<file path="config.mk">
export PLATFORM = sky130hd
export DESIGN_NAME = fetch_decode_queue_flat
export DESIGN_NICKNAME = d
export VERILOG_FILES = /design/src/rtl/fetch_decode_queue_pkg.sv /design/src/rtl/fetch_decode_queue_if.sv /design/src/rtl/fetch_decode_queue_ram.sv /design/src/rtl/fetch_decode_queue.sv /design/src/flat_wrapper.sv
export SDC_FILE = /design/constraint.sdc
export NUM_CORES = 1
export LEC_CHECK = 0
export CORE_UTILIZATION = 50
export CTS_CLUSTER_DIAMETER = 100
export DETAILED_ROUTE_END_ITERATION = 8
export HOLD_SLACK_MARGIN = 0.15
export PLACE_DENSITY = 0.74
export SLEW_MARGIN = 20
export SYNTH_ARGS = -nofsm -noshare
export SYNTH_HDL_FRONTEND = slang
export SYNTH_SLANG_ARGS = --single-unit
export TNS_END_PERCENT = 30
</file>
<file path="constraint.sdc">
create_clock -name clk -period 4.6 [get_ports clk]
set_input_delay 1.15 -clock clk [delete_from_list [all_inputs] [get_ports clk]]
set_output_delay 1.15 -clock clk [all_outputs]
set_load 0.005 [all_outputs]
</file>
<file path="src/rtl/fetch_decode_queue_pkg.sv">
// Shared types and defaults for the fetch->decode instruction queue.
// fetch_data_t is the 66-bit record that fetch hands to decode.
package fetch_decode_queue_pkg;

  localparam int FETCHQ_DEPTH = 4;

  typedef struct packed {
    logic [31:0] instr_;
    logic [31:0] pcplus4;
    logic        exception_instr;
    logic        in_delay_slot;
  } fetch_data_t;

  localparam int FETCH_DATA_W = $bits(fetch_data_t);

endpackage

</file>
<file path="src/rtl/fetch_decode_queue_if.sv">
// Handshake bundle between fetch (master) and the queue (slave); decode-side
// signals ride in the same bundle so the queue sees one port.
interface fetch_decode_queue_if
  import fetch_decode_queue_pkg::*;
#(
  parameter int DEPTH = FETCHQ_DEPTH
);
  localparam int PTR_W = $clog2(DEPTH);

  logic             flush;
  logic             in_valid;
  fetch_data_t      in_data;
  logic             in_ready;
  logic             out_valid;
  fetch_data_t      out_data;
  logic             out_ready;
  logic [PTR_W:0]   count;

  modport master (
    output flush, in_valid, in_data, out_ready,
    input  in_ready, out_valid, out_data, count
  );

  modport slave (
    input  flush, in_valid, in_data, out_ready,
    output in_ready, out_valid, out_data, count
  );
endinterface

</file>
<file path="src/rtl/fetch_decode_queue_ram.sv">
// DEPTH x 66 storage for the queue: one synchronous write port and one
// asynchronous read port. Contents are deliberately not reset.
module fetch_decode_queue_ram
  import fetch_decode_queue_pkg::*;
#(
  parameter int DEPTH = FETCHQ_DEPTH,
  localparam int PTR_W = $clog2(DEPTH)
) (
  input  logic              clk,
  input  logic              we_i,
  input  logic [PTR_W-1:0]  waddr_i,
  input  fetch_data_t       wdata_i,
  input  logic [PTR_W-1:0]  raddr_i,
  output fetch_data_t       rdata_o
);

  fetch_data_t mem_q [DEPTH];

  always_ff @(posedge clk) begin
    if (we_i) begin
      mem_q[waddr_i] <= wdata_i;
    end
  end

  assign rdata_o = mem_q[raddr_i];

endmodule

</file>
<file path="src/rtl/fetch_decode_queue.sv">
// Circular FIFO between fetch and decode. Pointers, occupancy and flush live
// here; storage is in fetch_decode_queue_ram. Flush beats push and pop.
module fetch_decode_queue
  import fetch_decode_queue_pkg::*;
#(
  parameter int DEPTH = FETCHQ_DEPTH
) (
  input  logic                  clk,
  input  logic                  resetn,
  fetch_decode_queue_if.slave   bus
);

  localparam int PTR_W = $clog2(DEPTH);
  localparam logic [PTR_W:0] FULL_COUNT = (PTR_W + 1)'(DEPTH);

  logic [PTR_W-1:0] rd_ptr_q, rd_ptr_d;
  logic [PTR_W-1:0] wr_ptr_q, wr_ptr_d;
  logic [PTR_W:0]   count_q, count_d;
  logic             push, pop;
  logic             not_full, not_empty;
  fetch_data_t      head_data;

  // Flags come only from registered occupancy, so in_ready never depends on out_ready.
  assign not_full  = (count_q != FULL_COUNT);
  assign not_empty = (count_q != '0);

  assign push = bus.in_valid && not_full && !bus.flush;
  assign pop  = not_empty && bus.out_ready && !bus.flush;

  always_comb begin
    rd_ptr_d = rd_ptr_q;
    wr_ptr_d = wr_ptr_q;
    count_d  = count_q;
    if (bus.flush) begin
      rd_ptr_d = '0;
      wr_ptr_d = '0;
      count_d  = '0;
    end else begin
      if (push) wr_ptr_d = wr_ptr_q + PTR_W'(1);
      if (pop)  rd_ptr_d = rd_ptr_q + PTR_W'(1);
      unique case ({push, pop})
        2'b10:   count_d = count_q + (PTR_W + 1)'(1);
        2'b01:   count_d = count_q - (PTR_W + 1)'(1);
        default: count_d = count_q;
      endcase
    end
  end

  always_ff @(posedge clk or negedge resetn) begin
    if (!resetn) begin
      rd_ptr_q <= '0;
      wr_ptr_q <= '0;
      count_q  <= '0;
    end else begin
      rd_ptr_q <= rd_ptr_d;
      wr_ptr_q <= wr_ptr_d;
      count_q  <= count_d;
    end
  end

  fetch_decode_queue_ram #(
    .DEPTH (DEPTH)
  ) u_ram (
    .clk     (clk),
    .we_i    (push),
    .waddr_i (wr_ptr_q),
    .wdata_i (bus.in_data),
    .raddr_i (rd_ptr_q),
    .rdata_o (head_data)
  );

  // Stale storage must never leak out, so the head is masked when empty.
  assign bus.in_ready  = not_full;
  assign bus.out_valid = not_empty;
  assign bus.out_data  = not_empty ? head_data : '0;
  assign bus.count     = count_q;

`ifndef SYNTHESIS
  a_count_bound: assert property (@(posedge clk) disable iff (!resetn)
    count_q <= FULL_COUNT);
  a_valid_matches_count: assert property (@(posedge clk) disable iff (!resetn)
    bus.out_valid == (count_q != '0));
  a_no_pop_when_empty: assert property (@(posedge clk) disable iff (!resetn)
    !(pop && count_q == '0));
`endif

endmodule

</file>
<file path="src/flat_wrapper.sv">
// flat-port wrapper written by rule: the top's interface ports become plain ports
module fetch_decode_queue_flat import fetch_decode_queue_pkg::*;
#(
  parameter int DEPTH = FETCHQ_DEPTH
)
  (clk, resetn, bus_flush, bus_in_valid, bus_in_data, bus_out_ready, bus_in_ready, bus_out_valid, bus_out_data, bus_count);
  fetch_decode_queue_if #(.DEPTH(DEPTH)) bus_i ();
  input  logic clk;
  input  logic resetn;
  input wire logic [$bits(bus_i.flush)-1:0] bus_flush;
  input wire logic [$bits(bus_i.in_valid)-1:0] bus_in_valid;
  input wire logic [$bits(bus_i.in_data)-1:0] bus_in_data;
  input wire logic [$bits(bus_i.out_ready)-1:0] bus_out_ready;
  output wire logic [$bits(bus_i.in_ready)-1:0] bus_in_ready;
  output wire logic [$bits(bus_i.out_valid)-1:0] bus_out_valid;
  output wire logic [$bits(bus_i.out_data)-1:0] bus_out_data;
  output wire logic [$bits(bus_i.count)-1:0] bus_count;
  assign bus_i.flush = bus_flush;
  assign bus_i.in_valid = bus_in_valid;
  assign bus_i.in_data = bus_in_data;
  assign bus_i.out_ready = bus_out_ready;
  assign bus_in_ready = bus_i.in_ready;
  assign bus_out_valid = bus_i.out_valid;
  assign bus_out_data = bus_i.out_data;
  assign bus_count = bus_i.count;
  fetch_decode_queue #(.DEPTH(DEPTH)) u_core (.clk(clk), .resetn(resetn), .bus(bus_i));
endmodule
</file>
==> flow_summary.toml, run 1 <==
[clock_tree]
cts_buffers = 26
cts.reportedPaths.clkPinSlew_ps = 70
cts.repair.resized = 0
h-tree-depth = 1
cts_setup_buffers = 0
clockRootBuffer = "clkbuf_16"
cts_buffer_depth = 3
cts_tree = "built"
cts_hold_buf = 0
clock_latency_ps = 520
clock_sinks = 271

[detailed_routing]
num_vias = 5037
routed_wl_um = 19200
wl_per_cell_um = 20.8
avgViaCountPerCell = 5.46
drt-pass1-iter-count = 4
ant_nets = 0
drt-initial-drc-count = 330
drcViolationCount = 0

[logic_synthesis]
synth_common_cells = "264 x edfxtp_1, 70 x and2_1, 66 x mux4_2, 11 x buf_2, 8 x clkbuf_1"
synth_edf_count = 264
seq_area_frac_synth_pct = 76.8
synth_seq_cells = 271
synth.most_common_cell = "edfxtp_1"
synth_nets = 559
synth_cells = 483
synth_top_cell_by_area = "edfxtp_1"
synthArstFlopShare_pct = 2.58
syn_area_per_cell_um2 = 21.8
synth_area_leaders = "edfxtp_1 75%, mux4_2 14%, and2_1 4.2%"
synth_area_um2 = 10600
synth_flop_cell = "edfxtp_1"
synth_warnings = 0
ys_types = 37
synth_top_area_share_pct = 75.1

[power_and_ir_drop]
vdd_drop_max_uv = 326
power_mw = 6.11
power.leakage_nw = 4.16
power_density_nw_per_um2 = 467

[placed_design]
gp_congestion = 0.773
place.detailed.hpwl_um = 11200
placed_area_um2 = 12300
numPortBuffers = 141
placedCellCount = 873

[sta]
period_share_pct = 85.2
period_needed_ps = 3920
setup_viol = 0
finalHoldViolCount = 0
finClkSkew_ps = 9.32
rsz0062_at_grt = "false"
worstMarginPinSlew_ps = 984
maxSlewHeadroom_pct = 34.4
max_freq_mhz = 255
slew_violations = 0
tns_ps = 0

[cells_and_area]
nNetsFinal = 707
final_cells = 922
seqCellArea_um2 = 8110
final_util_pct = 64.0
drive_gt1_share_pct = 18.6
multi_input_area_um2 = 2260
fin_area_um2 = 13100
syn_to_final_growth_pct = 24.0
nFillCells = 1376

[setup_path]
end_kind = "output port"
path_cells = "buf_12 -> mux4_2 -> and2_1 -> clkdlybuf4s50_1"
critPathMaxFanout = 42
max_stage_delay_ps = 640
critPathSlowestCell = "dfrtp_4"
start_kind = "flip-flop"
crit_required_ps = 3450
cp.arrival_ps = 2770
path_class = "flip-flop to output port"

[floorplanning]
dieWidth_um = 147
die_area_um2 = 21700
rows = 52
die_h_um = 147
start_util_pct = 51.6
core_area_um2 = 20400
ios = 142

[global_route]
grt_pass1_wl_um = 29800
antenna_found_initial = 1
grt_pass1_vias = 5424
grt_usage_pct = 18.2
grt_start_max_net_pins = 68
overflow = 0

[outcome]
status = "finished, final reports clean"

[run]
max_cap_violations = 0

[hold_path]
hp-class = "flip-flop to flip-flop"
==> where the power goes <==
group / leakage [nW] / internal, mW / switching [mW]
combinational: 1.26 / 0.731 / 0.455
clock: 0.408 / 1.18 / 0.858
sequential: 2.49 / 2.81 / 0.0802
==> cells in the final DEF (no fill, tap or decap), types with 3 or more instances in the layout <==
master           synthesis  final
edfxtp_1               264    264
clkdlybuf4s50_1          0    141
mux4_2                  66     66
and2_1                  70     66
clkbuf_16                0     27
clkinv_2                 0      8
clkinv_1                 0      6
inv_1                    5      5
nor2_1                   5      5
buf_12                   3      5
dfrtp_1                  7      5
and2_4                   0      4
a21oi_1                  4      4
ha_1                     4      4
xor2_1                   3      3
==> critical path: cells and delay by family, from the launching register on <==
family,cells,cell delay [ps]
buf+inv,2,810
flops,1,640
mux,1,600
simple gates,1,190
==> per-layer routing <==
layer  wire, um  GRT usage [%]  up-vias
li1           -              -     2257
met1       8160           25.4     2590
met2       9370           29.5      164
met3       1380           4.38       26
met4        266           3.92        0
met5          0              0        -
==> metrics by stage <==
stage | hold WS, ps | worst slack [ps]
after global routing | 666 | 515
after detailed placement | 605 | 862
after CTS | 619 | 605
final | 620 | 682
after global placement | 577 | 997
after floorplan | 557 | 918
==> worst paths after layout <==
| kind | from | to | slack (ps) | depth (start not counted) |
|---|---|---|---|---|
| worst max register to register | u_core.bus.count[0] | u_core.bus.count[1] | 2180 | 6 |
| min in group asynchronous | resetn | u_core.wr_ptr_q[0] | 910 | 1 |
| worst min-delay path | u_core.wr_ptr_q[0] | u_core.wr_ptr_q[0] | 620 | 2 |
| worst max-delay path | u_core.rd_ptr_q[0] | bus_out_data[63] | 680 | 4 |
| max in group asynchronous | resetn | u_core.rd_ptr_q[1] | 3390 | 1 |
| worst min register to register | u_core.wr_ptr_q[0] | u_core.wr_ptr_q[0] | 620 | 2 |
==> logic make-up after synthesis <==
family,synth area share [%]
multiplexers,14.2
AO/OA/AOI/OAI,1.06
XOR/XNOR,0.249
adder cells (fa/ha/maj),0.664
flip-flops,76.8
AND/OR/NAND/NOR,5.15
buffers and inverters,1.91
==> sequential cells by signal, summed over array words and instances, names as in the netlist <==
signal / count
u_core.rd_ptr_q: 2
u_core.wr_ptr_q: 2
u_core.bus.count: 3
u_core.u_ram.mem_q: 264
==> cell type report <==
class | count | share of cell area [%]
well taps | 270 | 2.58
inverters | 5 | 0.143
repair buffers | 148 | 11.7
diodes | 1 | 0.0191
multi-input cells | 179 | 17.3
clock buffers | 29 | 5.22
clock inverters | 19 | 1.12
flip-flops and latches | 271 | 62.0
No activity file was read; power rests on OpenSTA's default activity.
==> run 2: changes to the inputs <==
- CORE_ASPECT_RATIO: unset -> 0.75
==> run 2 against run 1 <==
Net effect:
- routed wire length up 7.0%
- clock power up 5%
- first-iteration DRC count up 15%
- total power up 2.1%
- sequential share of layout area down 0.31 points
- flip-flop and latch count unchanged
- die area about the same
- combinational power about the same
- critical path type unchanged
==> flow_summary.toml, run 2 (same netlist as run 1, synthesis figures left out) <==
[clock_tree]
cts_buffers = 26
clockRootBuffer = "clkbuf_16"
cts_hold_buf = 0
cts_buffer_depth = 3
clock_sinks = 271
clock_latency_ps = 520
cts_setup_buffers = 0
h-tree-depth = 1
cts.repair.resized = 0
cts.reportedPaths.clkPinSlew_ps = 60
cts_tree = "built"

[global_route]
grt_pass1_wl_um = 31400
grt_usage_pct = 19.5
grt_pass1_vias = 5444
overflow = 0
antenna_found_initial = 1
grt_start_max_net_pins = 68

[floorplanning]
die_h_um = 128
dieWidth_um = 170
die_area_um2 = 21700
start_util_pct = 51.6
rows = 45
ios = 142
core_area_um2 = 20400

[hold_path]
hp-class = "flip-flop to flip-flop"

[placed_design]
dp_worst_setup_slack_ps = 810
gp_congestion = 0.767
placed_area_um2 = 12300
numPortBuffers = 141
place.detailed.hpwl_um = 12500

[setup_path]
critPathSlowestCell = "dfrtp_4"
path_class = "flip-flop to output port"
path_cells = "buf_4 -> mux4_2 -> and2_1 -> clkdlybuf4s50_1"
crit_buf_inv = 2
crit_required_ps = 3450
end_kind = "output port"
cp.arrival_ps = 2920
cp_top_family = "buffers and inverters"
max_stage_delay_ps = 730
start_kind = "flip-flop"
critPathMaxFanout = 23

[sta]
max_freq_mhz = 246
timing.final.ws_setup_ps = 533
finClkSkew_ps = 9.65
setup_viol = 0
maxSlewHeadroom_pct = 33.7
period_needed_ps = 4070
slew_violations = 0
worstMarginPinSlew_ps = 994
finalHoldViolCount = 0
rsz0062_at_grt = "false"
period_share_pct = 88.4
tns_ps = 0

[cells_and_area]
nFillCells = 1370
final_cell_mix = "264 x edfxtp_1, 141 x clkdlybuf4s50_1, 66 x mux4_2, 66 x and2_1, 27 x clkbuf_16"
final_common_cell = "edfxtp_1"
largest_register_ff_count = 264
nNetsFinal = 712
max_flop_register = "u_core.u_ram.mem_q"
syn_to_final_growth_pct = 24.6
fin_area_um2 = 13100
drive_gt1_share_pct = 18.6

[power_and_ir_drop]
p_int_mw = 4.83
power.leakage_nw = 4.20
combinationalPowerShare_pct = 19.2
clkPwrFrac_pct = 34.4
power_mw = 6.24
sequentialPowerShare_pct = 46.4
vdd_drop_max_uv = 300
sw_frac_of_total_pct = 22.6
power_density_nw_per_um2 = 475
switchingPower_mw = 1.41

[outcome]
status = "finished, final reports clean"

[detailed_routing]
wl_per_cell_um = 21.8
routed_wl_um = 20500
drt-initial-drc-count = 378
ant_nets = 0
drcViolationCount = 0
drt-pass1-iter-count = 5
avgViaCountPerCell = 5.49
num_vias = 5153

[run]
max_cap_violations = 0
[run 2: cell types whose count changed in the layout (fill, tap and decap cells not counted), sizes merged]
cell and change:
buf +5, clkbuf +10, clkinvlp -2, clkinv -9
bufinv +1
[run 2: worst paths after layout]
kind,start,to,slack (ps),depth (start not counted)
max,u_core.rd_ptr_q[0],bus_out_data[18],530,4
min,u_core.wr_ptr_q[1],u_core.wr_ptr_q[1],610,2
max reg2reg,u_core.bus.count[0],u_core.bus.count[1],2150,6
min reg2reg,u_core.wr_ptr_q[1],u_core.wr_ptr_q[1],610,2
max in group asynchronous,resetn,u_core.rd_ptr_q[1],3390,1
min in group asynchronous,resetn,u_core.wr_ptr_q[0],910,1
[run 2: layer usage]
layer,part of all wire (%),vias up,track usage (%),routed length (um)
li1,-,2259,-,-
met1,45,2682,28.7,9190
met2,47,186,30.8,9620
met3,6.6,26,3.61,1360
met4,1.7,0,4.24,343
met5,0,-,0,0
[run 2: worst reg2reg max path, delay by kind of cell, from the launching register on]
| family | cells | cell delay (ps) |
|---|---|---|
| adders and majority gates | 1 | 520 |
| and+or+nand+nor | 1 | 120 |
| AOI/OAI and AO/OA | 4 | 1230 |
| DFF | 1 | 520 |
[run 2: power groups by stage]
stage / Combinational (mW) / Sequential, mW / Clock, mW
global placement: 1.20 / 2.95 / 0
CTS: 1.22 / 2.90 / 2.18
finish: 1.20 / 2.90 / 2.15
detailed placement: 1.21 / 2.96 / 0
floorplan: 0.678 / 2.88 / 0
global route: 1.29 / 2.91 / 2.27
[run 2: final cells by class]
class                           instances  area (um2)  share of cell area [%]
Clock buffer                           39         751                    5.71
Timing Repair Buffer                  153        1540                    11.7
Sequential cell                       271        8110                    61.7
Inverter                                5        18.8                   0.143
Clock inverter                          9         116                   0.885
Antenna cell                            1        2.50                  0.0190
Tap cell                              282         353                    2.68
Multi-Input combinational cell        179        2260                    17.2
[run 2: per-stage QoR]
step,hold slack [ps],utilization [%],cells
2_1_floorplan,557,-,483
3_3_place_gp,580,60.1,890
3_5_place_dp,599,60.1,890
4_1_cts,608,64.3,938
5_1_grt,641,64.3,938
6_report,607,64.3,939
